## src/rtl/fetch_if.sv

```systemverilog
// fetch_if: redirect, I-memory and decode-side signals of the fetch/prefetch unit
interface fetch_if #(parameter int WIDTH = 16, parameter int DEPTH = 4);
   logic                    redirect_valid;
   logic [WIDTH-1:0]        redirect_pc;
   logic                    mem_read;
   logic [WIDTH-1:0]        mem_address;
   logic                    mem_resp;
   logic [WIDTH-1:0]        mem_rdata;
   logic                    id_valid;
   logic                    id_ready;
   logic [WIDTH-1:0]        id_instr;
   logic [WIDTH-1:0]        id_pc;
   logic [$clog2(DEPTH):0]  fifo_count;
   modport master (
      input  redirect_valid, redirect_pc, mem_resp, mem_rdata, id_ready,
      output mem_read, mem_address, id_valid, id_instr, id_pc, fifo_count
   );
   modport slave (
      output redirect_valid, redirect_pc, mem_resp, mem_rdata, id_ready,
      input  mem_read, mem_address, id_valid, id_instr, id_pc, fifo_count
   );
endinterface

```

## src/rtl/fetch_prefetch_unit.sv

```systemverilog
// fetch_prefetch_unit: LC-3b fetch front end, one outstanding I-read, DEPTH-entry prefetch FIFO.
// Optional same-cycle response bypass to decode when FETCH_BYPASS_EN is defined.
module fetch_prefetch_unit #(
   parameter int               WIDTH    = 16,
   parameter int               DEPTH    = 4,
   parameter logic [WIDTH-1:0] PC_RESET = '0,
   parameter int               PC_INC   = 2
) (
   input logic      clk,
   input logic      rst_n,
   fetch_if.master  bus
);
   localparam int PW = $clog2(DEPTH);
   localparam int CW = PW + 1;
   localparam logic [CW-1:0] FULL = CW'(DEPTH);
   typedef enum logic [1:0] {IDLE, BUSY, DISCARD} state_t;
   state_t           state;
   logic [WIDTH-1:0] fetch_pc, req_addr, next_addr;
   logic             rd_req;
   logic [WIDTH-1:0] instr_q [DEPTH];
   logic [WIDTH-1:0] pc_q    [DEPTH];
   logic [PW-1:0]    rd_ptr, wr_ptr;
   logic [CW-1:0]    count, post_cnt;
   logic             push, pop;
   assign next_addr = req_addr + WIDTH'(PC_INC);
   assign pop       = bus.id_ready && count != '0;
   assign post_cnt  = count + CW'(push) - CW'(pop);
`ifdef FETCH_BYPASS_EN
   logic byp;
   assign byp          = state == BUSY && bus.mem_resp && !bus.redirect_valid && count == '0;
   assign push         = state == BUSY && bus.mem_resp && !bus.redirect_valid && !(byp && bus.id_ready);
   assign bus.id_valid = byp || count != '0;
   assign bus.id_instr = byp ? bus.mem_rdata : instr_q[rd_ptr];
   assign bus.id_pc    = byp ? next_addr : pc_q[rd_ptr];
`else
   assign push         = state == BUSY && bus.mem_resp && !bus.redirect_valid;
   assign bus.id_valid = count != '0;
   assign bus.id_instr = instr_q[rd_ptr];
   assign bus.id_pc    = pc_q[rd_ptr];
`endif
   assign bus.mem_read    = rd_req;
   assign bus.mem_address = req_addr;
   assign bus.fifo_count  = count;
   always_ff @(posedge clk or negedge rst_n) begin
      if (!rst_n) begin
         state    <= IDLE;
         fetch_pc <= PC_RESET;
         req_addr <= '0;
         rd_req   <= 1'b0;
      end else begin
         case (state)
            IDLE:
               if (bus.redirect_valid) fetch_pc <= bus.redirect_pc;
               else if (count < FULL) begin
                  state    <= BUSY;
                  req_addr <= fetch_pc;
                  rd_req   <= 1'b1;
               end
            BUSY:
               if (bus.redirect_valid) begin
                  fetch_pc <= bus.redirect_pc;
                  state    <= bus.mem_resp ? IDLE : DISCARD;
                  rd_req   <= !bus.mem_resp;
               end else if (bus.mem_resp) begin
                  fetch_pc <= next_addr;
                  // chain straight into the next sequential read while room remains
                  if (post_cnt < FULL) req_addr <= next_addr;
                  else begin
                     state  <= IDLE;
                     rd_req <= 1'b0;
                  end
               end
            DISCARD: begin
               if (bus.redirect_valid) fetch_pc <= bus.redirect_pc;
               if (bus.mem_resp) begin
                  state  <= IDLE;
                  rd_req <= 1'b0;
               end
            end
            default: begin
               state  <= IDLE;
               rd_req <= 1'b0;
            end
         endcase
      end
   end
   always_ff @(posedge clk or negedge rst_n) begin
      if (!rst_n) begin
         rd_ptr <= '0;
         wr_ptr <= '0;
         count  <= '0;
         for (int i = 0; i < DEPTH; i++) begin
            instr_q[i] <= '0;
            pc_q[i]    <= '0;
         end
      end else if (bus.redirect_valid) begin
         rd_ptr <= '0;
         wr_ptr <= '0;
         count  <= '0;
      end else begin
         if (push) begin
            instr_q[wr_ptr] <= bus.mem_rdata;
            pc_q[wr_ptr]    <= next_addr;
            wr_ptr          <= wr_ptr + 1'b1;
         end
         if (pop) rd_ptr <= rd_ptr + 1'b1;
         count <= post_cnt;
      end
   end
endmodule

```

## src/flat_wrapper.sv

```systemverilog
// flat-port wrapper written by rule: the top's interface ports become plain ports
module fetch_prefetch_unit_flat 
#(
   parameter int               WIDTH    = 16,
   parameter int               DEPTH    = 4,
   parameter logic [WIDTH-1:0] PC_RESET = '0,
   parameter int               PC_INC   = 2
)
  (clk, rst_n, bus_redirect_valid, bus_redirect_pc, bus_mem_resp, bus_mem_rdata, bus_id_ready, bus_mem_read, bus_mem_address, bus_id_valid, bus_id_instr, bus_id_pc, bus_fifo_count);
  fetch_if #(.WIDTH(WIDTH), .DEPTH(DEPTH)) bus_i ();
  input logic clk;
  input logic rst_n;
  input wire logic [$bits(bus_i.redirect_valid)-1:0] bus_redirect_valid;
  input wire logic [$bits(bus_i.redirect_pc)-1:0] bus_redirect_pc;
  input wire logic [$bits(bus_i.mem_resp)-1:0] bus_mem_resp;
  input wire logic [$bits(bus_i.mem_rdata)-1:0] bus_mem_rdata;
  input wire logic [$bits(bus_i.id_ready)-1:0] bus_id_ready;
  output wire logic [$bits(bus_i.mem_read)-1:0] bus_mem_read;
  output wire logic [$bits(bus_i.mem_address)-1:0] bus_mem_address;
  output wire logic [$bits(bus_i.id_valid)-1:0] bus_id_valid;
  output wire logic [$bits(bus_i.id_instr)-1:0] bus_id_instr;
  output wire logic [$bits(bus_i.id_pc)-1:0] bus_id_pc;
  output wire logic [$bits(bus_i.fifo_count)-1:0] bus_fifo_count;
  assign bus_i.redirect_valid = bus_redirect_valid;
  assign bus_i.redirect_pc = bus_redirect_pc;
  assign bus_i.mem_resp = bus_mem_resp;
  assign bus_i.mem_rdata = bus_mem_rdata;
  assign bus_i.id_ready = bus_id_ready;
  assign bus_mem_read = bus_i.mem_read;
  assign bus_mem_address = bus_i.mem_address;
  assign bus_id_valid = bus_i.id_valid;
  assign bus_id_instr = bus_i.id_instr;
  assign bus_id_pc = bus_i.id_pc;
  assign bus_fifo_count = bus_i.fifo_count;
  fetch_prefetch_unit #(.WIDTH(WIDTH), .DEPTH(DEPTH), .PC_RESET(PC_RESET), .PC_INC(PC_INC)) u_core (.clk(clk), .rst_n(rst_n), .bus(bus_i));
endmodule
```

## config.mk

```make
export PLATFORM = sky130hd
export DESIGN_NAME = fetch_prefetch_unit_flat
export DESIGN_NICKNAME = d
export VERILOG_FILES = /design/src/rtl/fetch_if.sv /design/src/rtl/fetch_prefetch_unit.sv /design/src/flat_wrapper.sv
export SDC_FILE = /design/constraint.sdc
export NUM_CORES = 1
export LEC_CHECK = 0
export ABC_AREA = 1
export BUFFER_PORTS_ARGS = -buffer_cell sky130_fd_sc_hd__buf_2
export CAP_MARGIN = 20
export CORE_UTILIZATION = 43
export DETAILED_ROUTE_END_ITERATION = 7
export HOLD_SLACK_MARGIN = 0.1
export PLACE_DENSITY_LB_ADDON = 0.15
export SLEW_MARGIN = 25
export SYNTH_ARGS = -nofsm -noshare
export SYNTH_HDL_FRONTEND = slang
export SYNTH_SLANG_ARGS = --single-unit
```

## constraint.sdc

```tcl
create_clock -name clk -period 3.3 [get_ports clk]
set_input_delay 0 -clock clk [delete_from_list [all_inputs] [get_ports clk]]
set_output_delay 0 -clock clk [all_outputs]
set_load 0.1 [all_outputs]
```

* Yosys cells after proc, flatten, opt, wreduce, memory -nomap -nowiden *
Cells that the tools add are included.

word-level totals
  register bits after elaboration = 170
  latch bits = 0
  RAM bits = 0
  memory bits (read-only) = 0
  input bits = 37
  memories = 0

operators by class
  add/sub/neg operators = 5
  multipliers = 0
  div/mod/pow operators = 0
  magnitude comparators = 5
  equal/unequal tests = 11
  shift-type cells = 0
  mux-type cells = 40
  bitwise operators = 3
  reduce and logical (&&, ||, !) cells = 17

operator list
  operator                                               number
  2-to-1 mux 16 bit                                      13
  bitwise mux 64 bit                                     2
  binary-select mux 16 bit (select 2 bit)                2
  one-hot mux 16 bit (2 select lines)                    2
  demux 16 bit (select 2 bit)                            1
  2-to-1 mux 2 bit                                       11
  adder 16 x 2 -> 16 bit, second input constant          1
  inequality test 2 bit, second input constant           5
  nonzero test 2 bit                                     4
  >= comparator 3 bit, second input constant             2
  < comparator 3 bit, second input constant              2
  2-to-1 mux 1 bit                                       6
  inequality test 3 bit, second input constant           2
  NOT 2 -> 3 bit                                         2
  one-hot mux 2 bit (3 select lines)                     1
  AND reduction 6 bit                                    1
  AND reduction 5 bit                                    1
  adder 2 x 1 -> 2 bit, second input constant            2
  logical AND 1 bit                                      4
  inequality test 2 x 1 -> 1 bit, second input constant  2
  adder 3 x 1 -> 3 bit                                   1
  < comparator 3 x 1 -> 1 bit, second input constant     1
  2-to-1 mux 3 bit                                       1
  one-hot mux 1 bit (3 select lines)                     1
  other kinds (10)                                       11

* Logic depth before layout (Yosys ltp) *
Gate-level depths: netlist (run 1).

  word-level depth = 10
  mapped depth = 17
  gate-level depth less buffers = 17

* Least setup slack after synthesis (run 1) *
Ideal clock, no wire load.

  path type = register to register
  start point = register u_core.count[2], in the netlist u_core.bus.fifo_count[2]
  end point = register u_core.req_addr[14], in the netlist u_core.bus.mem_address[14]
  arrival time = 3,799 ps
  data required time = 3,180 ps
  slack = -619 ps
  cell stages (with the launch flop) = 18
  cell sequence = dfrtp_1 inv_1 nand3_1 and2_1 ha_1 inv_1 ha_1 inv_1 fa_1 inv_1 nand2_1 nand3_1 nand2_1 nand2_2 inv_1 buf_4 nand3_1 nand2_1

between the ends
  word-level cells in the longest chain between the ends = 6
  elaborated cells between the ends (all ways) = 9
  classes of those cells = 2 x add/sub; 2 x order compare; 2 x eq/ne; 3 x reduce/logical

ends and longest elaborated chain
  element                          line                        text
  start, declared                  fetch_prefetch_unit.sv:23   logic [CW-1:0] count, post_cnt;
  start signal, assigned           fetch_prefetch_unit.sv:107  count <= post_cnt;
  nonzero test 3 bit               -
  net bus_id_valid                 flat_wrapper.sv:20          output wire logic [$bits(bus_i.id_valid)-1:0] bus_id_valid;
  logical AND 1 bit                fetch_prefetch_unit.sv:26   assign pop = bus.id_ready && count != '0;
  subtractor 3 x 1 -> 3 bit        fetch_prefetch_unit.sv:27   assign post_cnt = count + CW'(push) - CW'(pop);
  < comparator 3 bit               fetch_prefetch_unit.sv:67   if (post_cnt < FULL) req_addr <= next_addr;
  inequality test 2 bit (no line)  -
  AND reduction 6 bit (no line)    -
  end signal, assigned             fetch_prefetch_unit.sv:56   req_addr <= fetch_pc;
  end signal, assigned             fetch_prefetch_unit.sv:67
  end, declared                    fetch_prefetch_unit.sv:18   logic [WIDTH-1:0] fetch_pc, req_addr, next_addr;

The timed path passes the listed nets, and every way through them passes these cells.
A chain may end at the register's enable or synchronous reset.

* Final worst setup path (run 1) *
  start point = register u_core.state[1]
  end point = register u_core.req_addr[5], in the netlist u_core.bus.mem_address[5]

between the ends
  word-level cells in the longest chain between the ends = 8
  elaborated cells between the ends (all ways) = 15
  classes of those cells = 2 x add/sub; 1 x order compare; 6 x eq/ne; 1 x mux; 5 x reduce/logical

ends and longest elaborated chain
  element                          line                                                  text
  start, declared                  fetch_prefetch_unit.sv:17                             state_t state;
  start signal, assigned           fetch_prefetch_unit.sv:62                             state <= bus.mem_resp ? IDLE : DISCARD;
  == test 2 x 1 -> 1 bit           fetch_prefetch_unit.sv:36, fetch_prefetch_unit.sv:51
  logical AND 1 bit (2 in a row)   fetch_prefetch_unit.sv:36                             assign push = state == BUSY && bus.mem_resp && !bus.redirect_valid;
  adder 3 x 1 -> 3 bit             fetch_prefetch_unit.sv:27
  subtractor 3 x 1 -> 3 bit        fetch_prefetch_unit.sv:27
  < comparator 3 bit               fetch_prefetch_unit.sv:67
  inequality test 2 bit (no line)  -
  AND reduction 6 bit (no line)    -

Several ways; a longest one is shown, not always the timed one.

==> results_dict.tcl, run 1 <==
set metrics [dict create \
    cts.sinks 170 \
    path_class "reg -> reg" \
    hold_violations 0 \
    synth_compound_area_share_pct 17.0 \
    setup_violations 0 \
    crit_arrival_ps 2980 \
    insertion_delay_ps 430 \
    drcViolationCount 0 \
    slew_headroom_pct 31.9 \
    area_delta_synth_final_pct 18.2 \
    finalMaxSlewViolations 0 \
    drv_cap 0 \
    end_kind "flop" \
    n_antenna_cell 0 \
    via_count 6885 \
    drive_above_1_share_pct 16.1 \
    hp-class "in -> async" \
    synth_top_family_by_area "simple AND/OR/NAND/NOR gates" \
    finalSetupTns_ps 0 \
    syn_area_um2 8170 \
    cts_tree "done" \
    drt_iter0_markers 401 \
    routed_wl_um 20400 \
    viasPerCell 5.12 \
    yosys_warnings 0 \
    status "complete, no violations" \
    cp_max_fo 24 \
    clk_pin_slew_ps 70 \
    grt-ovfl-total 0 \
    synthMuxAreaShare_pct 0 \
    critPathMaxStageDelay_ps 460 \
    synth_top_area_share_pct 52.1 \
    grt_pass1_wl_um 34000 \
    fin_skew_ps 11.9 \
    ctsHoldBuffers 36 \
    ys_seq_area_share_pct 52.1 \
    cts_root_buffer "clkbuf_16" \
    crit_required_ps 3600 \
    ys_top_cells_by_area "dfrtp_1, nand2_1, o21ai_0" \
    grt_pass1_vias 6589 \
    place_hpwl_um 12600 \
    synthAdderAreaFrac_pct 1.32 \
    worstRegToRegCells 12 \
    synthSimpleGateAreaFrac_pct 22.4 \
    crit_chain "nor2_8 -> nand3_4 -> inv_1 -> ha_1 -> inv_1 -> fa_1 -> nand3_1 -> nand3_1 -> nand2_1 -> nand2_2 -> inv_1 -> o21ai_0" \
    cts-buffers-inserted 17 \
    nFillCells 1830 \
    synth_xor_area_share_pct 0.429 \
    grt_max_degree 76 \
    yosysUniqueCellTypes 35 \
    cts_resized 0 \
    start_util_pct 43.8 \
    syn_area_per_cell_um2 8.19 \
    core-area_um2 18600 \
    synth_fp_nets 1042 \
    detail-route-antenna-nets 0 \
    ys_seq_elements 170 \
    firstDrtPassIters 5 \
    timing.fmax_ghz 0.372 \
    worstMarginPinSlew_ps 1020 \
    netlist_instances 997 \
    cpMostUsedCell "inv_1" \
    final_cells 1346 \
    dp.cells 1278 \
    post-cts-setup-buffer-count 0 \
    synth_top_cell_by_area "dfrtp_1" \
    io_buffers 89 \
    antenna_found_initial 0 \
    die_w_um 140 \
    start_kind "flop" \
    io_pins 90 \
    wl_per_cell_um 15.1 \
    die_height_um 140 \
    period_minus_slack_ps 2690 \
    rows 50 \
    rsz0062_at_grt "false" \
    fin_nets 1144 \
    die-area_um2 19600 \
    clk_path_buf_depth 2 \
    gp_congestion 0.820 \
    grt_use_total_pct 22.0 \
    slowest_stage "dfrtp_1" \
    htreeDepth 4 \
    post-route-period-util_pct 81.4 \
]
==> cell families after synthesis <==
kind of cell / Yosys count
DFF: 170
xor gates and xnor gates: 4
and+or+nand+nor: 445
AOI/OAI and AO/OA: 249
adders and majority gates: 8
buffers and inverters: 121
==> placed cells by master (no fill, tap or decap), types with 2 or more instances in the layout <==
master	Yosys	layout
and2_1	2	2
o21ai_1	28	28
nand2_2	2	2
a31oi_1	3	3
nor2_1	99	99
nand2_1	296	296
clkinvlp_4	0	5
ha_1	7	7
o22ai_1	34	34
nand3_1	28	27
nor2_4	5	5
inv_6	0	2
inv_2	7	4
clkbuf_16	0	17
o21ai_0	145	145
dfrtp_1	170	167
buf_4	2	9
nand3b_1	2	2
dfrtp_2	0	3
nand3_4	1	2
nand4_1	4	4
o21ai_2	23	23
clkinv_2	0	5
buf_12	0	3
xor2_1	4	4
clkinv_4	0	3
buf_2	5	88
a21oi_1	13	13
dlygate4sd3_1	0	36
inv_1	59	59
==> routing by layer <==
metal  vias to the layer above  GRT usage, %  part of all wire (%)
met2                       145          35.6                    47
met1                      3266          30.6                    48
li1                       3464             -                     -
met3                        10          4.09                   4.5
met5                         -             0                     0
met4                         0          4.97                  0.60
==> flip-flops by register name, indices dropped and copies added (netlist names) <==
name,cells
u_core.bus.fifo_count,3
u_core.bus.mem_address,16
u_core.bus.mem_read,1
u_core.fetch_pc,16
u_core.instr_q,64
u_core.pc_q,64
u_core.rd_ptr,2
u_core.state,2
u_core.wr_ptr,2
==> Yosys cell counts, drive strengths merged <==
master and n:
ha 7, nand2 298, xor2 4, a22oi 1, o22ai 34, nand4 5, o211ai 1, nand3b 2
o21bai 1, clkbuf 35, clkinv 1, nor2 105, o21ai 196, buf 19, nor3 2, nand3 30
fa 1, a21oi 13, a31oi 3, and2 3, inv 66, dfrtp 170
==> worst max-delay path: cells and delay by family, from the launching register on <==
kind	cells	cell delay [ps]
buf+inv	3	550
fa+ha+maj	2	540
simple gates	6	860
flops	1	460
compound gates	1	140
==> final cells by class <==
cell class	count	area, um2	area share (%)
flip-flops and latches	170	4260	44.1
multi-input cells	706	3370	34.9
repair buffers	137	940	9.73
clock buffers	19	443	4.59
well taps	234	293	3.03
inverters	67	256	2.66
clock inverters	13	96.3	0.998
==> stage by stage <==
stage | setup WS, ps | hold slack, ps | util [%] | cell area (um2)
after floorplan | 15.9 | -296 | - | 8180
after global placement | 647 | 92.9 | 46.9 | 8750
after detailed placement | 588 | 81.8 | 47.0 | 8750
after CTS | 592 | 205 | 51.8 | 9650
after global routing | 264 | 250 | 51.8 | 9660
final | 614 | 182 | 51.8 | 9660
==> final timing paths <==
check                                             to  slack [ps]               start
max reg2reg                u_core.bus.mem_address[5]         610     u_core.state[1]
max in group asynchronous             u_core.pc_q[0]        2320               rst_n
min reg2reg                          u_core.pc_q[35]         470     u_core.pc_q[35]
min                               u_core.instr_q[23]         180               rst_n
min in group clk            u_core.bus.fifo_count[2]         370  bus_redirect_valid
max                        u_core.bus.mem_address[5]         610     u_core.state[1]
Power of run 1 is left out: the tool's default activity adds up to more than one toggle a clock period on the data nets, which glitch-free logic cannot reach.
==> run 2, diff against run 1 <==
--- a/config.mk
+++ b/config.mk
@@ -5,7 +5,7 @@
 export SDC_FILE = /design/constraint.sdc
 export NUM_CORES = 1
 export LEC_CHECK = 0
-export ABC_AREA = 1
+export ABC_AREA = 0
 export BUFFER_PORTS_ARGS = -buffer_cell sky130_fd_sc_hd__buf_2
 export CAP_MARGIN = 20
 export CORE_UTILIZATION = 43
==> constraint.sdc (replaced) <==
create_clock -name clk -period 2.8 [get_ports clk]
set_input_delay 0 -clock clk [delete_from_list [all_inputs] [get_ports clk]]
set_output_delay 0 -clock clk [all_outputs]
set_load 0.1 [all_outputs]
==> run 2 against run 1 <==
Compared with the run above: the flow now finishes with violations (setup timing); clock skew fell by 2.6 ps; hold slack got worse by 76 ps; area after synthesis is 3.1% lower; via count down 19%; cell count is 24% lower; setup slack worse by 770 ps; final area is the same; flip-flop and latch count did not move; first-iteration DRC count shrank 20%; register-to-register slack got worse by 770 ps; non-clock buffer count increased by 22; critical endpoint unchanged.
==> results_dict.tcl, run 2 <==
set metrics [dict create \
    status "finished, violations left" \
    failed_checks "setup timing" \
    grt_pass1_vias 5483 \
    rsz0062_at_grt "true" \
    io_buffers 89 \
    htreeDepth 4 \
    reg2reg_slack_ps -150 \
    synth_compound_area_share_pct 10.6 \
    cts-buffers-inserted 17 \
    final_common_cell "dfrtp_1" \
    hp-class "in -> reg" \
    worstRegToRegCells 13 \
    synth_fp_nets 699 \
    synthAdderAreaFrac_pct 1.36 \
    firstDrtPassIters 5 \
    dp.cells 951 \
    final_cells 1021 \
    path_class "reg -> reg" \
    reg2reg_to "u_core.bus.mem_address[5]" \
    ys_seq_area_share_pct 53.7 \
    die_w_um 138 \
    die-area_um2 19000 \
    synth_edf_count 0 \
    routed_wl_um 18300 \
    die_height_um 138 \
    gp_congestion 0.834 \
    insertion_delay_ps 430 \
    slew_headroom_pct 48.1 \
    grt_max_degree 83 \
    wl_per_cell_um 17.9 \
    holdWs_ps 106 \
    end_kind "flop" \
    start_util_pct 43.9 \
    viasPerCell 5.43 \
    clk_path_buf_depth 2 \
    antenna_found_initial 0 \
    top_regs "u_core.instr_q: 64 flops, u_core.pc_q: 64 flops" \
    synth_top_family_by_area "multiplexers" \
    synth_xor_area_share_pct 2.20 \
    core-area_um2 18000 \
    start_kind "flop" \
    clk_pin_slew_ps 60 \
    hold_path_end "u_core.bus.mem_read" \
    hold_violations 0 \
    synth_top_area_share_pct 53.7 \
    worstMarginPinSlew_ps 779 \
    ys_top_cells_by_area "dfrtp_1, mux2_2, mux4_2" \
    netlist_instances 654 \
    post-route-period-util_pct 106 \
    pre_cts_ws_ps -195 \
    min_from "bus_mem_resp" \
    drcViolationCount 0 \
    setup_violations 15 \
    async_flop_share_pct 100 \
    yosysUniqueCellTypes 44 \
    crit_arrival_ps 3320 \
    whs_path_depth 4 \
    rows 49 \
    layout_common_cells "dfrtp_1, buf_2, nor2_1, a21oi_1, mux2_2" \
    n_antenna_cell 0 \
    period_minus_slack_ps 2950 \
    syn_area_um2 7920 \
    synthSimpleGateAreaFrac_pct 8.22 \
    detail-route-antenna-nets 0 \
    drv_cap 0 \
    finalMaxSlewViolations 0 \
    grt_pass1_wl_um 29100 \
    r2r_start "u_core.bus.fifo_count[2]" \
    fin_nets 825 \
    yosys_warnings 0 \
    io_pins 90 \
    ys_seq_elements 170 \
    area_delta_synth_final_pct 21.9 \
    synth_most_common_cell "dfrtp_1" \
    synth-main-ff-cell "dfrtp_1" \
    cts_root_buffer "clkbuf_16" \
    grt-ovfl-total 0 \
    drt_iter0_markers 321 \
    place_hpwl_um 12300 \
    crit_required_ps 3170 \
    timing.fmax_ghz 0.339 \
    synthMuxAreaShare_pct 19.6 \
    cts.sinks 170 \
    postLayoutCoreUtil_pct 53.6 \
    synth_top_cell_by_area "dfrtp_1" \
    worst_slack_ps -154 \
    syn_area_per_cell_um2 12.1 \
    fin_skew_ps 9.36 \
    ys_top_cells_by_count "dfrtp_1, nor2_1, a21oi_1, mux2_2, mux4_2" \
    cp_max_fo 29 \
    via_count 5549 \
    cts_tree "done" \
    grt_use_total_pct 20.8 \
    drive_above_1_share_pct 35.4 \
]
[run 2: layer usage]
| layer | global-route usage [%] | part of all wire [%] | vias to the layer above |
|---|---|---|---|
| met4 | 6.10 | 1.1 | 0 |
| met2 | 34.2 | 49 | 128 |
| li1 | - | - | 2592 |
| met1 | 27.4 | 46 | 2811 |
| met5 | 0 | 0 | - |
| met3 | 4.64 | 4.2 | 18 |
[run 2: timing repair]
item,in CTS,in global routing
pin swaps,3,0
endpoints found under the setup margin,15,18
resized for setup,2,5
hold endpoints to repair,170,0
buffers inserted,0,0
hold buffers,39,0
[run 2: area by class of cell]
cell class | count | area [um2]
Fill cell | 1573 | 8370
Clock inverter | 12 | 114
Clock buffer | 19 | 443
Multi-Input combinational cell | 423 | 3400
Timing Repair Buffer | 159 | 1110
Inverter | 9 | 36.3
Tap cell | 229 | 287
Sequential cell | 170 | 4260
[run 2: worst max path at each step]
stage	start	endpoint	slack [ps]	cells after the start
after floorplan	u_core.bus.fifo_count[2]	u_core.bus.mem_address[10]	-770	14
after global placement	u_core.bus.fifo_count[2]	u_core.bus.mem_address[4]	-140	13
after detailed placement	u_core.bus.fifo_count[2]	u_core.bus.mem_address[5]	-200	13
after CTS	u_core.bus.fifo_count[2]	u_core.bus.mem_address[5]	-170	13
after global routing	u_core.bus.fifo_count[2]	u_core.bus.mem_address[4]	-270	13
final	u_core.bus.fifo_count[2]	u_core.bus.mem_address[5]	-150	13
[run 2: per-stage QoR]
stage	TNS, ps	instance area (um2)
floorplan	-11460	7980
global placement	-1310	8680
detailed placement	-2070	8680
CTS	-2170	9630
global route	-3540	9660
finish	-1870	9660
[run 2: worst max-delay path, stage by stage, from the launching register on]
cell	delay, ps
dfrtp_4	470
or3_4	370
and2_4	160
ha_4	210
inv_4	50
ha_4	110
inv_2	30
fa_2	380
xnor2_2	160
nand3b_1	90
a311o_1	390
buf_12	180
a211oi_2	200
a21o_1	100
[run 2: cell families after synthesis]
kind of cell / count (synthesis)
fa+ha+maj: 8
buf+inv: 61
simple gates: 149
flops: 170
xor+xnor: 19
compound gates: 141
mux: 106
Power of run 2 is left out for the same reason.
==> run 3, diff against run 2 <==
==> constraint.sdc (replaced) <==
create_clock -name clk -period 2.8 [get_ports clk]
set_input_delay 0.42 -clock clk [delete_from_list [all_inputs] [get_ports clk]]
set_output_delay 0.42 -clock clk [all_outputs]
set_load 0.1 [all_outputs]
==> run 3 against run 2 <==
Compared with the run above: setup slack got worse by 7.4 ps; flip-flop and latch count did not move; final area fell by 2.9%; hold slack improved by 140 ps; maximum frequency fell by 0.25%; first-iteration DRC count fell by 6.2%; critical path type unchanged; global-route usage rose by 0.37 points; the flow still finishes with violations (setup timing); cell count fell by 2.8%.
==> results_dict.tcl, run 3 (synthesized netlist as in run 2, its figures left out) <==
set metrics [dict create \
    htreeDepth 4 \
    slew_headroom_pct 53.9 \
    top_regs "u_core.instr_q: 64 flops, u_core.pc_q: 64 flops" \
    crit_arrival_ps 3320 \
    dp.cells 954 \
    io_pins 90 \
    rows 49 \
    viasPerCell 5.52 \
    post-route-period-util_pct 106 \
    layout_common_cells "dfrtp_1, buf_2, nor2_1, mux2_2, a21oi_1" \
    grt_pass1_wl_um 29600 \
    drv_cap 0 \
    path_class "reg -> reg" \
    clk_pin_slew_ps 70 \
    area_delta_synth_final_pct 18.4 \
    core-area_um2 18000 \
    cts-buffers-inserted 17 \
    drive_above_1_share_pct 39.1 \
    die_w_um 138 \
    antenna_found_initial 0 \
    n_antenna_cell 0 \
    final_cells 992 \
    crit_required_ps 3160 \
    clk_path_buf_depth 2 \
    via_count 5480 \
    insertion_delay_ps 430 \
    setup_violations 15 \
    period_minus_slack_ps 2960 \
    worstRegToRegCells 13 \
    start_util_pct 43.9 \
    firstDrtPassIters 4 \
    grt-ovfl-total 0 \
    final_common_cell "dfrtp_1" \
    nFillCells 1617 \
    whs_path_depth 3 \
    wl_per_cell_um 18.6 \
    hp-class "in -> reg" \
    dpl_cell_area_um2 8700 \
    detail-route-antenna-nets 0 \
    cts_root_buffer "clkbuf_16" \
    finalMaxSlewViolations 0 \
    die_height_um 138 \
    failed_checks "setup timing" \
    drt_iter0_markers 301 \
    cts.sinks 170 \
    timing.fmax_ghz 0.338 \
    status "finished, violations left" \
    hold_violations 0 \
    start_kind "flop" \
    pre_cts_ws_ps -232 \
    place_hpwl_um 12600 \
    io_buffers 89 \
    fin_nets 795 \
    final_area_um2 9380 \
    end_kind "flop" \
    drcViolationCount 0 \
    worst_slack_ps -161 \
    grt_use_total_pct 21.1 \
    postLayoutCoreUtil_pct 52.0 \
    die-area_um2 19000 \
    grt_max_degree 65 \
    rsz0062_at_grt "true" \
    cts_tree "done" \
    cp_max_fo 7 \
    routed_wl_um 18500 \
    grt_pass1_vias 5616 \
    fin_skew_ps 5.60 \
    worstMarginPinSlew_ps 691 \
    gp_congestion 0.844 \
]
==> run 3: timing repair <==
item	in CTS	in global routing
pin swaps	19	3
gates resized for setup	16	3
gates cloned	2	0
hold buffers	1	0
buffers inserted	3	0
setup endpoints to repair	15	15
hold endpoints to repair	61	0
==> run 3: cell type report <==
| cell class | count | area (um2) | share of cell area (%) |
|---|---|---|---|
| sequential | 170 | 4260 | 45.5 |
| multi-input combinational | 423 | 3420 | 36.5 |
| timing repair buffer | 129 | 807 | 8.61 |
| clock buffer | 17 | 425 | 4.54 |
| tap | 229 | 287 | 3.06 |
| clock inverter | 15 | 140 | 1.49 |
| inverter | 9 | 33.8 | 0.360 |
==> run 3: critical path, cell delays in order (launching register included) <==
cell,delay (ps)
dfrtp_4,480
or3_4,330
and2_4,180
ha_4,200
inv_2,60
ha_4,120
inv_2,30
fa_2,380
xor2_2,150
nand3_1,80
a311o_2,470
buf_6,170
nor2b_1,130
a21oi_1,130
==> run 3: final timing paths <==
| kind | startpoint | end | slack [ps] |
|---|---|---|---|
| worst min-delay path | bus_redirect_pc[14] | u_core.fetch_pc[14] | 240 |
| worst max register to register | u_core.bus.fifo_count[2] | u_core.bus.mem_address[1] | -160 |
| max in group asynchronous | rst_n | u_core.pc_q[6] | 1410 |
| worst min register to register | u_core.fetch_pc[5] | u_core.fetch_pc[5] | 480 |
| worst max-delay path | u_core.bus.fifo_count[2] | u_core.bus.mem_address[1] | -160 |
| min in group asynchronous | rst_n | u_core.instr_q[52] | 530 |
==> run 3: layer usage <==
metal  GRT usage, %  vias up  share of wire (%)
li1               -     2538                  -
met5              0        -                  0
met4           7.43        0                1.3
met3           3.79       17                4.3
met2           35.9      121                 50
met1           27.1     2804                 44
==> run 3: through the flow <==
stage / hold slack [ps] / TNS (ps)
floorplan: 124 / -11460
global placement: 439 / -1410
detailed placement: 442 / -2250
CTS: 224 / -2330
global route: 253 / -3540
finish: 241 / -2090
Power of run 3 is left out for the same reason.
